[src/rtl/icb_dbus_splitter.sv]
// ---------------------------------------------------------------------------
// icb_dbus_splitter
//
// Purpose:
//   1-to-2 ICB splitter sitting between the core's data ICB master and its
//   two slaves. Slave 0 is the data SRAM controller, slave 1 the peripheral
//   bus. Each command address is decoded and the command is routed to one
//   slave. Because responses must come back in command order, the target of
//   every accepted command is remembered in a small in-order FIFO. The head of
//   that FIFO decides which slave's response is passed back to the master.
//   Addresses that hit neither region go to an internal error slave that
//   answers with err = 1 and rdata = 0.
//
// Ports:
//   clk, rst            clock and synchronous active-high reset
//   s_icb_cmd_*         command channel from the master (addr/read/wdata/wmask/valid/ready)
//   s_icb_rsp_*         response channel to the master (rdata/err/valid/ready)
//   m0_icb_cmd_*        command channel to slave 0 (data SRAM)
//   m0_icb_rsp_*        response channel from slave 0
//   m1_icb_cmd_*        command channel to slave 1 (peripheral bus)
//   m1_icb_rsp_*        response channel from slave 1
// ---------------------------------------------------------------------------
module icb_dbus_splitter #(
    parameter logic [31:0] m0_baseaddr      = 32'h0000_0000,
    parameter int unsigned m0_addr_range    = 16384,
    parameter logic [31:0] m1_baseaddr      = 32'h4000_0000,
    parameter int unsigned m1_addr_range    = 65536,
    parameter int unsigned outstanding_n    = 4,
    parameter int unsigned simulation_delay = 1
) (
    input  logic        clk,
    input  logic        rst,

    input  logic [31:0] s_icb_cmd_addr,
    input  logic        s_icb_cmd_read,
    input  logic [31:0] s_icb_cmd_wdata,
    input  logic [3:0]  s_icb_cmd_wmask,
    input  logic        s_icb_cmd_valid,
    output logic        s_icb_cmd_ready,
    output logic [31:0] s_icb_rsp_rdata,
    output logic        s_icb_rsp_err,
    output logic        s_icb_rsp_valid,
    input  logic        s_icb_rsp_ready,

    output logic [31:0] m0_icb_cmd_addr,
    output logic        m0_icb_cmd_read,
    output logic [31:0] m0_icb_cmd_wdata,
    output logic [3:0]  m0_icb_cmd_wmask,
    output logic        m0_icb_cmd_valid,
    input  logic        m0_icb_cmd_ready,
    input  logic [31:0] m0_icb_rsp_rdata,
    input  logic        m0_icb_rsp_err,
    input  logic        m0_icb_rsp_valid,
    output logic        m0_icb_rsp_ready,

    output logic [31:0] m1_icb_cmd_addr,
    output logic        m1_icb_cmd_read,
    output logic [31:0] m1_icb_cmd_wdata,
    output logic [3:0]  m1_icb_cmd_wmask,
    output logic        m1_icb_cmd_valid,
    input  logic        m1_icb_cmd_ready,
    input  logic [31:0] m1_icb_rsp_rdata,
    input  logic        m1_icb_rsp_err,
    input  logic        m1_icb_rsp_valid,
    output logic        m1_icb_rsp_ready
);

    localparam int unsigned PTR_W = $clog2(outstanding_n);
    localparam int unsigned CNT_W = PTR_W + 1;

    // Target id stored per outstanding command; TGT_ERR is the internal
    // error slave that answers addresses outside both regions.
    typedef enum logic [1:0] {
        TGT_M0  = 2'd0,
        TGT_M1  = 2'd1,
        TGT_ERR = 2'd2
    } target_e;

    // The register model is cycle-accurate with no intra-cycle delay, so
    // simulation_delay has no effect here; it is kept so existing
    // instantiations that override it still elaborate.
    if (simulation_delay > 32'd1000) begin : g_sim_delay_unused
    end

    logic [31:0]      off0;
    logic [31:0]      off1;
    logic             hit0;
    logic             hit1;
    target_e          cmd_tgt;

    target_e          fifo_q [outstanding_n];
    target_e          fifo_d [outstanding_n];
    logic [PTR_W-1:0] rd_ptr_q;
    logic [PTR_W-1:0] rd_ptr_d;
    logic [PTR_W-1:0] wr_ptr_q;
    logic [PTR_W-1:0] wr_ptr_d;
    logic [CNT_W-1:0] count_q;
    logic [CNT_W-1:0] count_d;

    logic             full;
    logic             empty;
    logic             push;
    logic             pop;
    target_e          head;

    // Address decode. The offset compare is a single unsigned subtraction,
    // so an address below the base wraps to a huge offset and misses.
    // Slave 0 wins if the regions ever overlap.
    always_comb begin
        off0    = s_icb_cmd_addr - m0_baseaddr;
        off1    = s_icb_cmd_addr - m1_baseaddr;
        hit0    = off0 < 32'(m0_addr_range);
        hit1    = off1 < 32'(m1_addr_range);
        cmd_tgt = TGT_ERR;
        if (hit0) begin
            cmd_tgt = TGT_M0;
        end else if (hit1) begin
            cmd_tgt = TGT_M1;
        end
    end

    // Command payload is broadcast to both slaves; only valid is steered.
    assign m0_icb_cmd_addr  = s_icb_cmd_addr;
    assign m0_icb_cmd_read  = s_icb_cmd_read;
    assign m0_icb_cmd_wdata = s_icb_cmd_wdata;
    assign m0_icb_cmd_wmask = s_icb_cmd_wmask;
    assign m1_icb_cmd_addr  = s_icb_cmd_addr;
    assign m1_icb_cmd_read  = s_icb_cmd_read;
    assign m1_icb_cmd_wdata = s_icb_cmd_wdata;
    assign m1_icb_cmd_wmask = s_icb_cmd_wmask;

    // Command steering. A full target FIFO blocks every command, even in a
    // cycle where a response pops, so the ready path never depends on the
    // response handshake. The error slave is always ready.
    always_comb begin
        full             = (count_q == CNT_W'(outstanding_n));
        m0_icb_cmd_valid = s_icb_cmd_valid & (cmd_tgt == TGT_M0) & ~full;
        m1_icb_cmd_valid = s_icb_cmd_valid & (cmd_tgt == TGT_M1) & ~full;
        s_icb_cmd_ready  = 1'b0;
        if (!full) begin
            case (cmd_tgt)
                TGT_M0:  s_icb_cmd_ready = m0_icb_cmd_ready;
                TGT_M1:  s_icb_cmd_ready = m1_icb_cmd_ready;
                default: s_icb_cmd_ready = 1'b1;
            endcase
        end
        push = s_icb_cmd_valid & s_icb_cmd_ready;
    end

    // Response steering from the FIFO head. A slave whose response is not at
    // the head sees ready low and simply waits its turn.
    always_comb begin
        empty            = (count_q == '0);
        head             = fifo_q[rd_ptr_q];
        s_icb_rsp_valid  = 1'b0;
        s_icb_rsp_rdata  = 32'h0000_0000;
        s_icb_rsp_err    = 1'b0;
        m0_icb_rsp_ready = 1'b0;
        m1_icb_rsp_ready = 1'b0;
        if (!empty) begin
            case (head)
                TGT_M0: begin
                    s_icb_rsp_valid  = m0_icb_rsp_valid;
                    s_icb_rsp_rdata  = m0_icb_rsp_rdata;
                    s_icb_rsp_err    = m0_icb_rsp_err;
                    m0_icb_rsp_ready = s_icb_rsp_ready;
                end
                TGT_M1: begin
                    s_icb_rsp_valid  = m1_icb_rsp_valid;
                    s_icb_rsp_rdata  = m1_icb_rsp_rdata;
                    s_icb_rsp_err    = m1_icb_rsp_err;
                    m1_icb_rsp_ready = s_icb_rsp_ready;
                end
                default: begin
                    s_icb_rsp_valid  = 1'b1;
                    s_icb_rsp_err    = 1'b1;
                end
            endcase
        end
        pop = s_icb_rsp_valid & s_icb_rsp_ready;
    end

    // Target FIFO next state. Depth is a power of two, so the pointers wrap
    // naturally at their bit width.
    always_comb begin
        fifo_d   = fifo_q;
        wr_ptr_d = wr_ptr_q;
        rd_ptr_d = rd_ptr_q;
        count_d  = count_q;
        if (push) begin
            fifo_d[wr_ptr_q] = cmd_tgt;
            wr_ptr_d         = wr_ptr_q + PTR_W'(1);
        end
        if (pop) begin
            rd_ptr_d = rd_ptr_q + PTR_W'(1);
        end
        case ({push, pop})
            2'b10:   count_d = count_q + CNT_W'(1);
            2'b01:   count_d = count_q - CNT_W'(1);
            default: count_d = count_q;
        endcase
    end

    // State registers. Reset drops any outstanding entries; the slaves share
    // this reset, so no stale responses can arrive afterwards.
    always_ff @(posedge clk) begin
        if (rst) begin
            rd_ptr_q <= '0;
            wr_ptr_q <= '0;
            count_q  <= '0;
            for (int i = 0; i < int'(outstanding_n); i++) begin
                fifo_q[i] <= TGT_M0;
            end
        end else begin
            rd_ptr_q <= rd_ptr_d;
            wr_ptr_q <= wr_ptr_d;
            count_q  <= count_d;
            fifo_q   <= fifo_d;
        end
    end

endmodule

[config.mk]
export PLATFORM = sky130hd
export DESIGN_NAME = icb_dbus_splitter
export DESIGN_NICKNAME = d
export VERILOG_FILES = /design/src/rtl/icb_dbus_splitter.sv
export SDC_FILE = /design/constraint.sdc
export NUM_CORES = 1
export LEC_CHECK = 0
export CAP_MARGIN = 20
export CORE_AREA = 2 2 123 125
export DETAILED_ROUTE_END_ITERATION = 7
export DIE_AREA = 0 0 125 127
export HOLD_SLACK_MARGIN = 0.15
export PLACE_DENSITY = 0.68
export RECOVER_POWER = 25
export SYNTH_ARGS = -nofsm -noshare
export SYNTH_HDL_FRONTEND = slang
export SYNTH_SLANG_ARGS = --single-unit
[constraint.sdc]
create_clock -name clk -period 3.6 [get_ports clk]
set_clock_uncertainty 0.05 [all_clocks]
set_input_delay 0.72 -clock clk [delete_from_list [all_inputs] [get_ports clk]]
set_output_delay 0.72 -clock clk [all_outputs]
set_load 0.005 [all_outputs]
# Yosys cells after proc, flatten, opt, wreduce, memory -nomap -nowiden

Index checks and enable logic that the tools add are counted.

Add/sub/neg operators: 5
Equal/unequal tests: 5
Multiplexer cells: 21
Reductions and logical operators: 5
Order comparisons: 5
Bitwise operators: 9

Operators with widths:

| operator               | number |
|---|---|
| $pmux 32 s2            | 1 |
| $lt 32x15->1 const B   | 1 |
| $lt 32x17->1 const B   | 1 |
| $mux 32                | 1 |
| $sub 32x31->32 const B | 1 |
| $mux 2                 | 5 |
| $bwmux 8               | 1 |
| $mux 1                 | 7 |
| $and 1x1->1            | 6 |
| $eq 2x1->1 const B     | 3 |
| $ge 3x3->1 const B     | 2 |
| $not 2->3              | 2 |
| $pmux 1 s2             | 3 |
| $pmux 3 s2             | 1 |
| $add 2x1->2 const B    | 2 |
| $bmux 2 s2             | 1 |
| $demux 2 s2            | 1 |
| $logic_not 2->1        | 2 |
| $add 3x1->3 const B    | 1 |
| $eq 3x3->1 const B     | 1 |
| $logic_not 3->1        | 1 |
| $lt 3x1->1 const B     | 1 |
| $sub 3x1->3 const B    | 1 |
| $eq 2x2->1 const B     | 1 |
| 3 further kinds        | 3 |

Input bits: 143
Bits in registers: 15
Output and inout bits: 177
Logic and storage cells: 57

# Logic depth before layout (Yosys ltp)

Depth after elaboration: 10
Gate-level depth with buffers: 12
Mapped depth without buffers: 10

# Least setup slack after synthesis

No wires, ideal clock.

Path type: input to register
Start point: input s_icb_cmd_addr[31]
End point: register count_q[2]
Stages on the path: 10
Setup time: 0.070 ns
Data required time: 3.480 ns
Slack: 0.483 ns
Path buffers: 0
Arrival time: 2.996 ns
Cell sequence: or4b_2 > o32ai_4 > a21oi_2 > inv_1 > ha_1 > inv_1 > fa_1 > xor2_1 > or3_1 > a21oi_1

Word-level cells in the longest chain between the ends: 10
Elaborated cells between the ends (all ways): 14
Those cells by class: add/sub: 1; order compare: 2; eq/ne: 3; mux: 5; bitwise: 1; reduce/logical: 2

Ends and longest elaborated chain:

| element                                                | RTL line | RTL |
|---|---|---|
| start: declaration                                     | 34       | `input logic [31:0] s_icb_cmd_addr,` |
| $sub 32x31->32                                         | 111      | `off1 = s_icb_cmd_addr - m1_baseaddr;` |
| $lt 32x17->1                                           | 113      | `hit1 = off1 < 32'(m1_addr_range);` |
| $mux 2                                                 | 117      | `end else if (hit1) begin` |
| $mux 2 (*)                                             | 115      | `if (hit0) begin` |
| $eq 2x1->1 / $logic_not 2->1 (equally long branches)   | 141      | `case (cmd_tgt)` |
| $pmux 1 s2 (*)                                         | 141      |  |
| $mux 1 (*)                                             | 140      | `if (!full) begin` |
| $and 1x1->1 (*)                                        | 147      | `push = s_icb_cmd_valid & s_icb_cmd_ready;` |
| $eq 2x1->1 / $eq 2x2->1 (equally long branches)        | 197      | `case ({push, pop})` |
| $pmux 3 s2 / $reduce_bool 2->1 (equally long branches) | -        |  |
| end signal: assignment                                 | 217      | `count_q <= count_d;` |
| end: declaration                                       | 97       | `logic [CNT_W-1:0] count_q;` |

Mark *: on every way between the ends. The rest lies on a longest branch, timed or not.
A chain may end at the register's enable or synchronous reset.

# Final worst setup path

Start point: input s_icb_cmd_addr[31]
End point: output s_icb_cmd_ready

Word-level cells in the longest chain between the ends: 7
Elaborated cells between the ends (all ways): 9
Those cells by class: add/sub: 1; order compare: 2; eq/ne: 1; mux: 4; reduce/logical: 1

Ends and longest elaborated chain:

| element                                              | RTL line | RTL |
|---|---|---|
| $sub 32x31->32                                       | 111      |  |
| $lt 32x17->1                                         | 113      |  |
| $mux 2                                               | 117      |  |
| $mux 2 (*)                                           | 115      |  |
| $eq 2x1->1 / $logic_not 2->1 (equally long branches) | 141      |  |
| $pmux 1 s2 (*)                                       | 141      |  |
| $mux 1 (*)                                           | 140      |  |
| end: declaration                                     | 39       | `output logic s_icb_cmd_ready,` |

Marked as above.

==> results_dict.tcl <==
set metrics [dict create \
    run_status "finished, final reports clean" \
    minimum_setup_slack_among_reg_to_reg_paths_ns 0.53 \
    gr-total-overflow 0 \
    finish.instance_area_sq_um 3520 \
    final_cell_mix "sky130_fd_sc_hd__clkdlybuf4s50_1, sky130_fd_sc_hd__nand2_1, sky130_fd_sc_hd__a21oi_1, sky130_fd_sc_hd__dfxtp_1" \
    placeableCoreArea_sq_um 14400 \
    first_global_vias 2198 \
    grt_pass1_wl_mm 12.1 \
    design.die.area_sq_um 15900 \
    syn-cell-area_sq_um 2560 \
    synth.ff_latch_count 15 \
    max_cap_violations 0 \
    viasPerCell 3.75 \
    top_level_ports 320 \
    clk-insertion-delay-late_ns 0.25 \
    report.final.slew_viol_count 0 \
    route.detailed.drc 0 \
    synth_warnings 0 \
    setup_slack_ns 0.208 \
    initialDrtViolationCount 89 \
    clockBufferDepth 2 \
    rsz0062_at_grt "false" \
    cts_inserted_buffers 3 \
    dpl_cell_area_sq_um 3430 \
    die_height_microns 127 \
    synth.yosys.seq_area_share 0.117 \
    finish.cell_count_without_fillers 575 \
    place.gp.congestion 0.716 \
    critPathSlowestCell "sky130_fd_sc_hd__or3_1" \
    synth_flop_cell "sky130_fd_sc_hd__dfxtp_1" \
    postSynthAreaPerCell_sq_um 7.06 \
    grt_usage 0.0929 \
    slew_headroom 0.547 \
    detail_routed_net_length_per_standard_cell_microns 13.9 \
    place.detailed.hpwl_mm 6.72 \
    worst_ir_drop_vdd_mv 0.155 \
    path_cells "clkdlybuf4s50_1, or3_1, o32ai_4, nand2_1, and2_1, clkdlybuf4s50_1" \
    r2r_start "rd_ptr_q[1]$_SDFFE_PP0P_" \
    cp.required_ns 2.83 \
    setup_total_neg_slack_ns 0 \
    final_net_count 541 \
    placement_rows 44 \
    postSynth.asyncResetShare 0 \
    yosys.cell_types.count 34 \
    start_util 0.178 \
    number_of_synthesized_flops_with_an_enable_pin 0 \
    final.hold.worst_slack_ns 0.429 \
    min_path_cells 2 \
    timing.critical_path.mode_cell "sky130_fd_sc_hd__clkdlybuf4s50_1" \
    wl_mm 8.02 \
    cts_tree "done" \
    post-route-period-util 0.942 \
    syn_nets 512 \
    route.antenna.remaining_nets 0 \
    period_minus_slack_ns 3.39 \
    power_density_nw_per_um2 395 \
    synthCells 363 \
    antenna_found_initial 0 \
    cts.reportedPaths.clkPinSlew_ns 0.05 \
    reg2reg_depth 10 \
    crit_type "input pin to output port" \
    cts-root-buf "sky130_fd_sc_hd__clkbuf_16" \
    critical_path_arrival_ns 2.62 \
    largest_fanout_on_the_critical_path 4 \
    p_leak_uw 0.00129 \
    area_growth_syn_to_layout_pct 37.2 \
    clock.fmax_ghz 0.295 \
    most_common_cell_after_layout_fill_and_taps_aside "sky130_fd_sc_hd__clkdlybuf4s50_1" \
    insertedDiodeCount 0 \
    final_hold_violation_count 0 \
    cts_htree_levels 1 \
    r2r_end "count_q[2]$_SDFFE_PP0P_" \
    min-delay-start "fifo_q[7]$_SDFFE_PP0P_" \
    end_kind "output port" \
    via_count 2154 \
    grt_max_degree 35 \
    hold_path_sink "fifo_q[7]$_SDFFE_PP0P_" \
    setup-violations-final 0 \
    drt_first_pass_iters 4 \
    critical_path.startpoint_type "input pin" \
    die_width_microns 125 \
    placement.setup.worst_slack_ns 0.0219 \
    port_buffers 166 \
    timing.critical_path.slowest_cell_delay_ns 0.46 \
    tritoncts_num_sinks 15 \
    dp_cells 571 \
    timing.hold.worst.class "flip-flop to flip-flop" \
    tightest_slew_ns 0.680 \
    final_layout_size_suffix_gt1_frac 0.0665 \
]
==> what timing repair did <==
action,4_1_cts,5_1_grt
setup buffers,0,0
gates resized for setup,0,1
setup endpoints to repair,0,1
hold buffers,0,0
==> through the flow <==
| stage | util | total power, uW |
|---|---|---|
| after floorplan | - | 693 |
| after global placement | 0.238 | 1190 |
| after detailed placement | 0.238 | 1190 |
| after CTS | 0.244 | 1420 |
| after global routing | 0.244 | 1510 |
| final | 0.244 | 1390 |
==> registers in the layout, indices dropped and copies added, names as in the netlist <==
register,cells
fifo_q,8
rd_ptr_q,2
count_q,3
wr_ptr_q,2
==> Yosys cell counts, types with 2 or more instances <==
library cell / count / share of area
sky130_fd_sc_hd__inv_1: 9 / 0.013
sky130_fd_sc_hd__or3_1: 5 / 0.012
sky130_fd_sc_hd__mux4_2: 2 / 0.018
sky130_fd_sc_hd__nand3_1: 5 / 0.0098
sky130_fd_sc_hd__nand2b_1: 10 / 0.024
sky130_fd_sc_hd__and2_1: 2 / 0.0049
sky130_fd_sc_hd__a21oi_1: 39 / 0.076
sky130_fd_sc_hd__dfxtp_1: 15 / 0.12
sky130_fd_sc_hd__mux2i_1: 11 / 0.043
sky130_fd_sc_hd__nor3_1: 4 / 0.0078
sky130_fd_sc_hd__nand2_1: 71 / 0.10
sky130_fd_sc_hd__buf_6: 2 / 0.0088
sky130_fd_sc_hd__buf_4: 138 / 0.40
sky130_fd_sc_hd__nor2_1: 8 / 0.012
sky130_fd_sc_hd__clkbuf_1: 13 / 0.019
sky130_fd_sc_hd__nor4_1: 3 / 0.0073
sky130_fd_sc_hd__ha_1: 5 / 0.024
sky130_fd_sc_hd__mux2_2: 2 / 0.0088
sky130_fd_sc_hd__a211o_1: 2 / 0.0068
sky130_fd_sc_hd__xor2_1: 2 / 0.0068
sky130_fd_sc_hd__o21ai_0: 2 / 0.0039
==> worst max-delay path by stage <==
stage                                        start                       to  cells after the start
after floorplan                 s_icb_cmd_addr[31]  count_q[2]$_SDFFE_PP0P_                     10
after global placement          s_icb_cmd_addr[31]          s_icb_cmd_ready                      6
after detailed placement        s_icb_cmd_addr[31]  count_q[2]$_SDFFE_PP0P_                     11
after CTS                       s_icb_cmd_addr[31]          s_icb_cmd_ready                      6
after global routing      rd_ptr_q[1]$_SDFFE_PP0P_      s_icb_rsp_rdata[31]                      5
final                           s_icb_cmd_addr[31]          s_icb_cmd_ready                      6
==> metal layers <==
metal	track usage	part of all wire
met4	0.0353	0.030
met3	0.0373	0.096
met2	0.153	0.49
met1	0.109	0.39
met5	0	0
==> critical path: cells and delay by family <==
kind	cells	cell delay, ns
buf+inv	2	0.89
simple gates	3	0.69
compound gates	1	0.33
==> logic make-up after synthesis <==
kind of cell	share of synthesized area
compound gates	0.121
xor+xnor	0.00683
fa+ha+maj	0.0322
buf+inv	0.445
flops	0.117
mux	0.0839
simple gates	0.194
==> cell type report <==
type	instances	area [sq um]
clock buffer	3	75.1
timing repair buffer	177	1740
multi-input combinational	186	1130
tap	184	230
inverter	9	33.8
fill	1611	10900
clock inverter	1	7.51
sequential	15	300
==> power by group <==
part	internal [uW]	switching [uW]	leakage (uW)	total, uW
combinational	549	392	0.00113	941
sequential	195	31.0	0.000122	226
clock	150	74.4	0.0000371	224
total	893	497	0.00129	1390
No activity file was read; power rests on OpenSTA's default activity.
